$ cat src/rtl/immediate_splitter_pkg.sv
// ImmediatePkg
// Shared definitions for the immediate splitter slice: fixed word and
// immediate widths, the splitter state enum, and small helpers that describe
// how a 32-bit constant maps onto a (upper << 16) + signext16(lower) pair.
//
// Contents:
//   WORD_WIDTH    - width of the incoming constant (32)
//   IMM_WIDTH     - width of one emitted immediate field (16)
//   splitState_t  - IDLE / UPPER / LOWER
//   upperImm()    - upper field with the carry from the sign of the lower field
//   fitsImm()     - constant is representable as a sign-extended 16-bit value

package ImmediatePkg;

  localparam int WORD_WIDTH = 32;
  localparam int IMM_WIDTH  = 16;

  typedef enum logic [1:0] {
    IDLE  = 2'd0,
    UPPER = 2'd1,
    LOWER = 2'd2
  } splitState_t;

  // The consumer sign-extends the lower field, so a set bit 15 effectively
  // subtracts 0x10000. Adding bit 15 into the upper field cancels that out.
  // The sum deliberately wraps at 16 bits (0xFFFF + 1 -> 0x0000).
  function automatic logic [IMM_WIDTH-1:0] upperImm(input logic [WORD_WIDTH-1:0] word);
    return word[WORD_WIDTH-1:IMM_WIDTH] + {{(IMM_WIDTH-1){1'b0}}, word[IMM_WIDTH-1]};
  endfunction

  // A word fits in one immediate when bits 31..15 are all copies of the
  // same value, i.e. sign-extending bits 15..0 reproduces the whole word.
  function automatic logic fitsImm(input logic [WORD_WIDTH-1:0] word);
    return (&word[WORD_WIDTH-1:IMM_WIDTH-1]) || !(|word[WORD_WIDTH-1:IMM_WIDTH-1]);
  endfunction

endpackage

$ cat src/rtl/immediate_splitter_core.sv
// ImmediateSplitCore
// Purely combinational split of a held 32-bit constant into the two 16-bit
// immediates a load-upper / add-immediate style instruction pair would use.
//
// Ports:
//   value  in  [31:0]  constant held by the splitter
//   upper  out [15:0]  upper field, already corrected for the lower sign
//   lower  out [15:0]  lower field, value[15:0]
//   fits   out         value needs only the lower field (sign-extended)

module ImmediateSplitCore
  import ImmediatePkg::*;
(
  input  logic [WORD_WIDTH-1:0] value,
  output logic [IMM_WIDTH-1:0]  upper,
  output logic [IMM_WIDTH-1:0]  lower,
  output logic                  fits
);

  // The lower field is taken verbatim; all of the arithmetic lives in the
  // upper field so that (upper << 16) + signext16(lower) rebuilds value.
  always_comb begin
    upper = upperImm(value);
    lower = value[IMM_WIDTH-1:0];
    fits  = fitsImm(value);
  end

endmodule

$ cat src/rtl/immediate_splitter.sv
// immediate_splitter
// Accepts one 32-bit constant at a time and emits it as 16-bit immediates:
// the upper part first (outIsUpper=1), then the lower part (outLast=1).
// Both sides use a valid/ready handshake; a constant is accepted only when
// the splitter is idle, and the held constant is dropped on reset.
//
// Configuration:
//   IMM_SPLIT_FAST_EN  when defined, constants that fit in a sign-extended
//                      16-bit immediate skip the upper part and emit only the
//                      lower chunk (with outLast=1). When undefined every
//                      constant emits two chunks.
//
// Ports:
//   clock       in         rising-edge clock
//   reset       in         asynchronous active-high reset
//   inValid     in         a constant is offered on inValue
//   inValue     in  [31:0] constant to split
//   inReady     out        splitter is idle and will take a constant
//   outValid    out        outChunk holds an immediate
//   outChunk    out [15:0] immediate field (0 when outValid=0)
//   outIsUpper  out        outChunk is the upper (shift-by-16) part
//   outLast     out        outChunk is the final chunk of the constant
//   outReady    in         consumer takes outChunk this cycle

module immediate_splitter
  import ImmediatePkg::*;
(
  input  logic                  clock,
  input  logic                  reset,
  input  logic                  inValid,
  input  logic [WORD_WIDTH-1:0] inValue,
  output logic                  inReady,
  output logic                  outValid,
  output logic [IMM_WIDTH-1:0]  outChunk,
  output logic                  outIsUpper,
  output logic                  outLast,
  input  logic                  outReady
);

  splitState_t           state;
  splitState_t           stateNext;
  logic [WORD_WIDTH-1:0] valueReg;
  logic [IMM_WIDTH-1:0]  upperPart;
  logic [IMM_WIDTH-1:0]  lowerPart;
  logic                  heldFitsUnused;
  logic                  inXfer;
  logic                  outXfer;

  // The fits flag of the held word is not consulted: the fast path has to
  // decide on the incoming word so it can skip UPPER on the capture edge.
  ImmediateSplitCore core (
    .value (valueReg),
    .upper (upperPart),
    .lower (lowerPart),
    .fits  (heldFitsUnused)
  );

  assign inXfer  = inValid && inReady;
  assign outXfer = outValid && outReady;

  // State register. Reset is asynchronous so the outputs, which decode
  // straight from this register, drop to idle without waiting for a clock.
  always_ff @(posedge clock or posedge reset) begin
    if (reset) begin
      state <= IDLE;
    end else begin
      state <= stateNext;
    end
  end

  // Constant holding register. It only loads on an accepted input, so
  // inValid seen outside IDLE cannot disturb a constant being emitted.
  always_ff @(posedge clock or posedge reset) begin
    if (reset) begin
      valueReg <= '0;
    end else if (inXfer) begin
      valueReg <= inValue;
    end
  end

  // Next-state logic. Each chunk state advances only on an output
  // handshake, which is what keeps the outputs stable under backpressure.
  always_comb begin
    stateNext = state;
    case (state)
      IDLE: begin
        if (inXfer) begin
`ifdef IMM_SPLIT_FAST_EN
          stateNext = fitsImm(inValue) ? LOWER : UPPER;
`else
          stateNext = UPPER;
`endif
        end
      end
      UPPER: begin
        if (outXfer) begin
          stateNext = LOWER;
        end
      end
      LOWER: begin
        if (outXfer) begin
          stateNext = IDLE;
        end
      end
      default: begin
        stateNext = IDLE;
      end
    endcase
  end

  // Output decode. Everything defaults to zero so the chunk fields read as
  // 0 whenever no chunk is being offered.
  always_comb begin
    inReady    = 1'b0;
    outValid   = 1'b0;
    outChunk   = '0;
    outIsUpper = 1'b0;
    outLast    = 1'b0;
    case (state)
      IDLE: begin
        inReady = 1'b1;
      end
      UPPER: begin
        outValid   = 1'b1;
        outChunk   = upperPart;
        outIsUpper = 1'b1;
      end
      LOWER: begin
        outValid = 1'b1;
        outChunk = lowerPart;
        outLast  = 1'b1;
      end
      default: begin
        inReady = 1'b0;
      end
    endcase
  end

endmodule
$ cat config.mk
export PLATFORM = sky130hd
export DESIGN_NAME = immediate_splitter
export DESIGN_NICKNAME = d
export VERILOG_FILES = /design/src/rtl/immediate_splitter_pkg.sv /design/src/rtl/immediate_splitter_core.sv /design/src/rtl/immediate_splitter.sv
export SDC_FILE = /design/constraint.sdc
export NUM_CORES = 1
export LEC_CHECK = 0
export BUFFER_PORTS_ARGS = -buffer_cell sky130_fd_sc_hd__buf_2
export CAP_MARGIN = 20
export CORE_MARGIN = 2
export CORE_UTILIZATION = 45
export DETAILED_ROUTE_END_ITERATION = 7
export PLACE_DENSITY = 0.74
export SYNTH_ARGS = -nofsm -noshare
export SYNTH_HDL_FRONTEND = slang
export SYNTH_HIERARCHICAL = 1
export SYNTH_SLANG_ARGS = --single-unit
$ cat constraint.sdc
create_clock -name clock -period 4.6 [get_ports clock]
set_input_delay 0.23 -clock clock [delete_from_list [all_inputs] [get_ports clock]]
set_output_delay 0.23 -clock clock [all_outputs]
set_load 0.05 [all_outputs]
==> impl_metrics.json, run 1 <==
{
  "outcome": "complete, no violations",
  "cts_resized": 0,
  "power.density_mw_per_mm2": 770,
  "slowest_stage": "dfrtp_1",
  "hp-class": "in -> async",
  "path_clk_slew_ns": 0.08,
  "routed_wl_um": 4260,
  "synth_nets": 228,
  "synth_cells": 185,
  "yosysWarningCount": 6,
  "grt_pass1_vias": 1383,
  "clock_sinks": 34,
  "critPathLaunchType": "register",
  "syn_area_sq_mm": 0.00223,
  "criticalPathCategory": "reg -> out",
  "clock.fmax_mhz": 388,
  "rows": 25,
  "syn2layout_area_growth_pct": 12.2,
  "cp-end-kind": "output pin",
  "finalSetupTns_ns": 0,
  "layout_common_cells": "buf_2 (55), dfrtp_1 (34), mux2_4 (30), a22oi_1 (16), nor2b_1 (16)",
  "place.gp.congestion": 0.731,
  "period_needed_ns": 2.58,
  "die_area_sq_mm": 0.00553,
  "fin_util": 0.526,
  "clock_skew_ns": 0.00667,
  "antenna_found_initial": 0,
  "cts_hold_buffers": 0,
  "setup-violations-final": 0,
  "cp_top_family": "simple AND/OR/NAND/NOR gates",
  "dp_hpwl_um": 2950,
  "cap_violations": 0,
  "fin_crit_sh": 0.560,
  "drive_above_1_share": 0.467,
  "num_vias": 1430,
  "die_h_um": 74.4,
  "core-area_sq_mm": 0.00475,
  "worstPathArrival_ns": 2.35,
  "hold_viol_final": 0,
  "place_ws_ns": 2.32,
  "rsz0062_at_grt": "no",
  "cpPeakStageDelay_ns": 0.40,
  "cts_buffer_depth": 2,
  "nets": 267,
  "clockRootBuffer": "clkbuf_8",
  "drt_first_iter_violations": 85,
  "cts_inserted_buffers": 5,
  "slew_headroom": 0.526,
  "cts_setup_buffers": 0,
  "ant_nets": 0,
  "num_io_pins": 56,
  "wl_per_cell_um": 14.6,
  "max_slew.worst_pin.slew_ns": 0.711,
  "clk_latency_ns": 0.28,
  "start_util": 0.469,
  "final_common_cell": "buf_2",
  "ir_drop_v": 0.000297,
  "grt_pass1_wl_um": 6880,
  "htree_levels": 2,
  "cts_tree": "yes",
  "path_common_cell": "ha_1",
  "critPathMaxFanout": 6,
  "via_per_inst": 4.90,
  "grt_start_max_net_pins": 35,
  "required_ns": 4.37,
  "numPortBuffers": 55,
  "grt_use_total": 0.167,
  "die_w_um": 74.4,
  "path_cells": "ha_1 > ha_1 > nand3_1 > nor4_2 > xor2_1 > a22oi_1 > nor2b_1 > buf_2",
  "num_antenna_cells": 0,
  "globalRouteOverflowTotal": 0,
  "avgSynthCellArea_sq_um": 12.0,
  "fin_ws_ns": 2.02,
  "drcViolationCount": 0,
  "path_buf_inv": 1,
  "fillCellCount": 449,
  "drt_pass1_iterations": 4,
  "slew_violations": 0,
  "leakage_nw": 1.26
}
==> worst reg2reg max path: cells and delay by family (launching register included) <==
kind	cells	cell delay (ns)
AND/OR/NAND/NOR	1	0.48
flip-flops	1	0.41
multiplexers	1	0.41
adder cells (fa/ha/maj)	1	0.27
buffers and inverters	1	0.09
==> sequential cells by signal, indices dropped and copies added (netlist names) <==
| signal | flops |
|---|---|
| valueReg | 32 |
| state | 2 |
==> power by group <==
| group | leakage (nW) | internal [mW] | switching [mW] |
|---|---|---|---|
| clock network | 0.0579 | 0.159 | 0.109 |
| logic | 0.799 | 0.453 | 0.597 |
| registers | 0.401 | 0.451 | 0.156 |
| total | 1.26 | 1.06 | 0.861 |
==> through the flow <==
stage / hold slack (ns) / area (sq um) / instances / total power [mW]
final: 0.0271 / 2500 / 292 / 1.92
after global routing: 0.0608 / 2500 / 292 / 2.05
after CTS: 0.0417 / 2500 / 292 / 1.94
after detailed placement: 0.348 / 2390 / 284 / 1.67
after global placement: 0.350 / 2390 / 284 / 1.64
after floorplan: 0.372 / 2230 / 185 / 1.58
==> final timing paths <==
kind	endpoint	startpoint	cells after the start	slack [ns]
hold / removal	valueReg[23]$_DFFE_PP0P_	reset	3	0.03
hold reg to reg	valueReg[7]$_DFFE_PP0P_	valueReg[7]$_DFFE_PP0P_	1	0.52
setup reg to reg	valueReg[1]$_DFFE_PP0P_	state[0]$_DFFE_PP0P_	4	2.83
setup / recovery	outChunk[14]	valueReg[15]$_DFFE_PP0P_	8	2.02
max in group asynchronous	valueReg[12]$_DFFE_PP0P_	reset	3	4.25
min in group clock	valueReg[26]$_DFFE_PP0P_	inValue[26]	2	0.17
==> routing by layer <==
| layer | track usage | up-vias | part of all wire |
|---|---|---|---|
| li1 | - | 699 | - |
| met4 | 0.0595 | 0 | 0.013 |
| met2 | 0.262 | 42 | 0.48 |
| met5 | 0 | - | 0 |
| met3 | 0.0366 | 5 | 0.044 |
| met1 | 0.229 | 684 | 0.46 |
==> final cells by class <==
type	instances	area, sq um	area share
clock buffer	5	68.8	0.0275
tap	67	83.8	0.0335
sequential	34	851	0.340
inverter	10	37.5	0.0150
timing repair buffer	56	283	0.113
clock inverter	3	40.0	0.0160
multi-input combinational	117	1140	0.454
Power figures use the tool's default switching activity.
==> run 2: changes to the inputs <==
- ABC_AREA: default -> 1
- PLACE_DENSITY: 0.74 -> 0.77
- clock period: 4.6 -> 2.2 ns (I/O delays scaled with it)
==> run 2 against run 1 <==
Effect of this change: register-to-register slack got worse by 2.2 ns; non-clock buffer count rose by 6; sequential power rose by 100%; sequential share of layout area fell by 0.94 points; clock power rose by 74%; via count rose by 38%; die area rose by 2.0%; count of clock-buffer cells in the layout rose by 2; total power rose by 87%; hold slack improved by 0.014 ns; clock skew fell by 0.0025 ns; critical endpoint is now outChunk[12]; largest power group unchanged.
==> impl_metrics.json, run 2 <==
{
  "globalRouteOverflowTotal": 0,
  "grt_start_max_net_pins": 36,
  "clockRootBuffer": "clkbuf_8",
  "final_common_cell": "nand2_1",
  "avgSynthCellArea_sq_um": 7.56,
  "htree_levels": 2,
  "cts_buffer_depth": 2,
  "clock_sinks": 34,
  "drive_above_1_share": 0.265,
  "fin_crit_sh": 0.984,
  "grt_use_total": 0.186,
  "start_util": 0.476,
  "die_h_um": 75.1,
  "cpPeakStageDelay_ns": 0.42,
  "synth_nets": 344,
  "required_ns": 2.09,
  "hp-class": "in -> reg",
  "ant_nets": 0,
  "layout_common_cells": "nand2_1 (122), buf_2 (47), nand3_1 (38), dfrtp_1 (34)",
  "num_io_pins": 56,
  "rsz0062_at_grt": "yes",
  "placed_area_sq_mm": 0.00238,
  "slew_headroom": 0.539,
  "syn2layout_area_growth_pct": 13.0,
  "power.density_mw_per_mm2": 1400,
  "core-area_sq_mm": 0.00479,
  "fin_util": 0.537,
  "path_cells": "ha_4 > ha_4 > nand3_4 > nor3_4 > nand3_1 > nand2_1 > nand2_1 > a21oi_2 > buf_6",
  "wl_per_cell_um": 12.2,
  "critPathLaunchType": "register",
  "path_clk_slew_ns": 0.07,
  "place.gp.congestion": 0.867,
  "critPathMaxFanout": 5,
  "synth_cells": 301,
  "hold_viol_final": 0,
  "syn_area_sq_mm": 0.00228,
  "rows": 25,
  "numPortBuffers": 55,
  "setup-violations-final": 0,
  "via_per_inst": 4.87,
  "design_area_sq_mm": 0.00257,
  "grt_pass1_vias": 1863,
  "cts_inserted_buffers": 5,
  "ir_drop_v": 0.000730,
  "nets": 381,
  "dp_hpwl_um": 3640,
  "antenna_found_initial": 0,
  "die_w_um": 75.1,
  "drt_pass1_iterations": 4,
  "drcViolationCount": 0,
  "largest_reg_flops": 32,
  "clock_skew_ns": 0.00416,
  "cap_violations": 0,
  "fin_ws_ns": 0.0348,
  "leakage_nw": 1.33,
  "top_regs": "valueReg: 32 flops, state: 2 flops",
  "routed_wl_um": 4960,
  "slowest_stage": "dfrtp_1",
  "clk_latency_ns": 0.28,
  "outcome": "complete, no violations",
  "finalSetupTns_ns": 0,
  "top_register": "valueReg",
  "yosysWarningCount": 6,
  "period_needed_ns": 2.17,
  "num_antenna_cells": 0,
  "slew_violations": 0,
  "drt_first_iter_violations": 94,
  "grt_pass1_wl_um": 8070,
  "num_vias": 1979,
  "criticalPathCategory": "reg -> out",
  "max_slew.worst_pin.slew_ns": 0.692,
  "cp-end-kind": "output pin",
  "worstPathArrival_ns": 2.06,
  "clock.fmax_mhz": 462,
  "die_area_sq_mm": 0.00564,
  "place_ws_ns": 0.255,
  "cts_tree": "yes"
}
## run 2: power breakdown
| part | leakage, nW | switching, mW | internal [mW] | total, mW |
|---|---|---|---|---|
| clock network | 0.0482 | 0.212 | 0.252 | 0.465 |
| registers | 0.421 | 0.322 | 0.922 | 1.24 |
| logic | 0.863 | 1.31 | 0.581 | 1.89 |
| total | 1.33 | 1.84 | 1.76 | 3.60 |
## run 2: cell type report
type	count	area, sq um
repair buffers	62	358
clock buffers	7	86.3
inverters	15	56.3
fillers	443	2210
flip-flops and latches	34	851
clock inverters	1	5.00
well taps	67	83.8
multi-input cells	220	1130
## run 2: what timing repair did
action | 4_1_cts | 5_1_grt
hold buffers | 1 | 0
endpoints found under the hold margin | 34 | 0
setup endpoints to repair | 5 | 8
setup buffers | 0 | 2
pin swaps | 0 | 8
gates resized for setup | 5 | 13
## run 2: worst paths after layout
check,cells past startpoint,slack (ns),from,endpoint
setup / recovery,9,0.03,valueReg[15]$_DFFE_PP0P_,outChunk[12]
hold / removal,3,0.04,inValue[14],valueReg[14]$_DFFE_PP0P_
setup reg to reg,7,0.61,state[0]$_DFFE_PP0P_,state[0]$_DFFE_PP0P_
hold reg to reg,2,0.47,valueReg[11]$_DFFE_PP0P_,valueReg[11]$_DFFE_PP0P_
max in group asynchronous,4,1.44,reset,valueReg[23]$_DFFE_PP0P_
min in group asynchronous,4,0.46,reset,valueReg[2]$_DFFE_PP0P_
## run 2: through the flow
step,hold slack [ns],power (mW),std cells
after floorplan,0.243,2.91,301
after global placement,0.221,2.97,395
after detailed placement,0.227,3.03,395
after CTS,0.0400,3.52,404
after global routing,0.0473,3.87,406
final,0.0413,3.60,406
## run 2: worst max-delay path, delay by kind of cell (launching register included)
| kind | cells | cell delay (ns) |
|---|---|---|
| adder cells (fa/ha/maj) | 2 | 0.31 |
| flip-flops | 1 | 0.42 |
| buffers and inverters | 1 | 0.17 |
| AO/OA/AOI/OAI | 1 | 0.17 |
| AND/OR/NAND/NOR | 5 | 0.71 |
## run 2: routing by layer
| metal | vias to the layer above | wire length [um] | track usage |
|---|---|---|---|
| met5 | - | 0 | 0 |
| met3 | 8 | 249 | 0.0428 |
| met4 | 0 | 70 | 0.0794 |
| li1 | 1009 | - | - |
| met1 | 918 | 2230 | 0.239 |
| met2 | 44 | 2410 | 0.300 |
==> run 3: changes to the inputs <==
- MAX_ROUTING_LAYER: default -> met4
==> run 3 against run 2 <==
Effect of this change: sequential power is essentially flat; maximum frequency grew 0.16%; sequential share of layout area is the same; clock power is essentially flat; total power grew 0.13%; critical path type unchanged; core utilization is the same; register-to-register slack is essentially flat; highest routed layer unchanged; wire length grew 0.59%; hold slack gained 0.0013 ns; sequential cell count is the same.
==> impl_metrics.json, run 3 (synthesis gave the netlist of run 2 again) <==
{
  "outcome": "complete, no violations",
  "dp_hpwl_um": 3640,
  "fillCellCount": 443,
  "cpPeakStageDelay_ns": 0.42,
  "power_frac_comb": 0.524,
  "max_slew.worst_pin.slew_ns": 0.702,
  "power_switching_mw": 1.84,
  "drt_first_iter_violations": 86,
  "p_sw_frac": 0.512,
  "clock_skew_ns": 0.00409,
  "ant_nets": 0,
  "nets": 381,
  "final_common_cell": "nand2_1",
  "dp_cells": 395,
  "grt_use_total": 0.192,
  "cp-end-kind": "output pin",
  "path_cells": "ha_4 > ha_4 > nand3_4 > nor3_4 > nand3_1 > nand2_1 > nand2_1 > a21oi_2 > buf_6",
  "place_ws_ns": 0.255,
  "rsz0062_at_grt": "yes",
  "required_ns": 2.09,
  "numPortBuffers": 55,
  "drcViolationCount": 0,
  "clock.fmax_mhz": 463,
  "p_clk_frac": 0.129,
  "place.gp.congestion": 0.881,
  "leakage_nw": 1.33,
  "hold_viol_final": 0,
  "num_io_pins": 56,
  "ir_drop_v": 0.000729,
  "start_util": 0.476,
  "fin_crit_sh": 0.983,
  "die_w_um": 75.1,
  "cts_inserted_buffers": 5,
  "die_h_um": 75.1,
  "multi_input_area_sq_mm": 0.00113,
  "layout_common_cells": "nand2_1 (122), buf_2 (47), nand3_1 (38), dfrtp_1 (34)",
  "setup-violations-final": 0,
  "worstPathArrival_ns": 2.05,
  "period_needed_ns": 2.16,
  "syn2layout_area_growth_pct": 13.0,
  "hp-class": "in -> reg",
  "clock_sinks": 34,
  "criticalPathCategory": "reg -> out",
  "slew_violations": 0,
  "cts_tree": "yes",
  "largest_reg_flops": 32,
  "top_register": "valueReg",
  "core-area_sq_mm": 0.00479,
  "regArea_sq_um": 851,
  "critPathMaxFanout": 5,
  "globalRouteOverflowTotal": 0,
  "clockRootBuffer": "clkbuf_8",
  "slew_headroom": 0.532,
  "routed_wl_um": 4990,
  "design_area_sq_mm": 0.00257,
  "power.density_mw_per_mm2": 1400,
  "intPower_mw": 1.76,
  "num_antenna_cells": 0,
  "path_clk_slew_ns": 0.07,
  "placed_area_sq_mm": 0.00238,
  "wl_per_cell_um": 12.3,
  "drt_pass1_iterations": 4,
  "die_area_sq_mm": 0.00564,
  "grt_start_max_net_pins": 36,
  "grt_pass1_wl_um": 8080,
  "via_per_inst": 4.90,
  "num_vias": 1989,
  "hold_path.startpoint": "inValue[14]",
  "slowest_stage": "dfrtp_1",
  "drive_above_1_share": 0.265,
  "fin_cells": 406,
  "critPathLaunchType": "register",
  "fin_ws_ns": 0.0383,
  "grt_pass1_vias": 1859,
  "clk_latency_ns": 0.28,
  "htree_levels": 2,
  "pwr-share-seq": 0.346,
  "top_regs": "valueReg: 32 flops, state: 2 flops",
  "startpoint": "valueReg[15]$_DFFE_PP0P_",
  "cts_buffer_depth": 2,
  "r2r_start": "state[0]$_DFFE_PP0P_",
  "rows": 25,
  "cap_violations": 0,
  "antenna_found_initial": 0
}
-- run 3: cell counts in the layout (fill, tap and decap cells not counted) --
Identical to the previous run, type by type.
-- run 3: final timing paths --
path                       cells after the start                        to  slack (ns)
min reg2reg                                    2  valueReg[11]$_DFFE_PP0P_        0.48
min                                            3  valueReg[14]$_DFFE_PP0P_        0.04
max                                            9              outChunk[12]        0.04
max in group asynchronous                      4  valueReg[23]$_DFFE_PP0P_        1.44
min in group asynchronous                      4   valueReg[2]$_DFFE_PP0P_        0.46
max reg2reg                                    7      state[0]$_DFFE_PP0P_        0.61
-- run 3: cell type report --
cell class / instances / area share
clock buffer: 7 / 0.0336
clock inverter: 1 / 0.00195
timing repair buffer: 62 / 0.139
tap: 67 / 0.0326
inverter: 15 / 0.0219
sequential: 34 / 0.331
multi-input combinational: 220 / 0.440
-- run 3: critical path, delay by kind of cell (launching register included) --
kind / cells / cell delay [ns]
flip-flops: 1 / 0.42
adder cells (fa/ha/maj): 2 / 0.31
buffers and inverters: 1 / 0.17
AND/OR/NAND/NOR: 5 / 0.70
AO/OA/AOI/OAI: 1 / 0.16
-- run 3: layer usage --
| metal | track usage | up-vias | wire, um |
|---|---|---|---|
| met1 | 0.239 | 931 | 2200 |
| met5 | - | - | 0 |
| li1 | - | 1007 | - |
| met2 | 0.300 | 45 | 2460 |
| met3 | 0.0535 | 6 | 272 |
| met4 | 0.0675 | 0 | 57 |
-- run 3: power groups by stage --
stage          sequential, mW  combinational (mW)  clock (mW)
2_1_floorplan            1.14                1.77           0
3_3_place_gp             1.20                1.77           0
3_5_place_dp             1.22                1.81           0
4_1_cts                  1.22                1.83       0.474
5_1_grt                  1.28                2.09       0.501
6_report                 1.25                1.89       0.466
-- run 3: through the flow --
step	total power [mW]	hold slack (ns)	util	setup TNS (ns)
floorplan	2.91	0.243	-	-0.808
global placement	2.97	0.221	0.498	0
detailed placement	3.03	0.227	0.498	0
CTS	3.52	0.0400	0.522	-0.0181
global route	3.87	0.0430	0.537	-0.159
finish	3.60	0.0426	0.537	0
-- run 3: timing repair --
| item | CTS | global route |
|---|---|---|
| pin swaps | 0 | 8 |
| setup buffers | 0 | 2 |
| hold endpoints to repair | 34 | 0 |
| setup endpoints to repair | 5 | 9 |
| gates resized for setup | 5 | 13 |
| hold buffers | 1 | 0 |
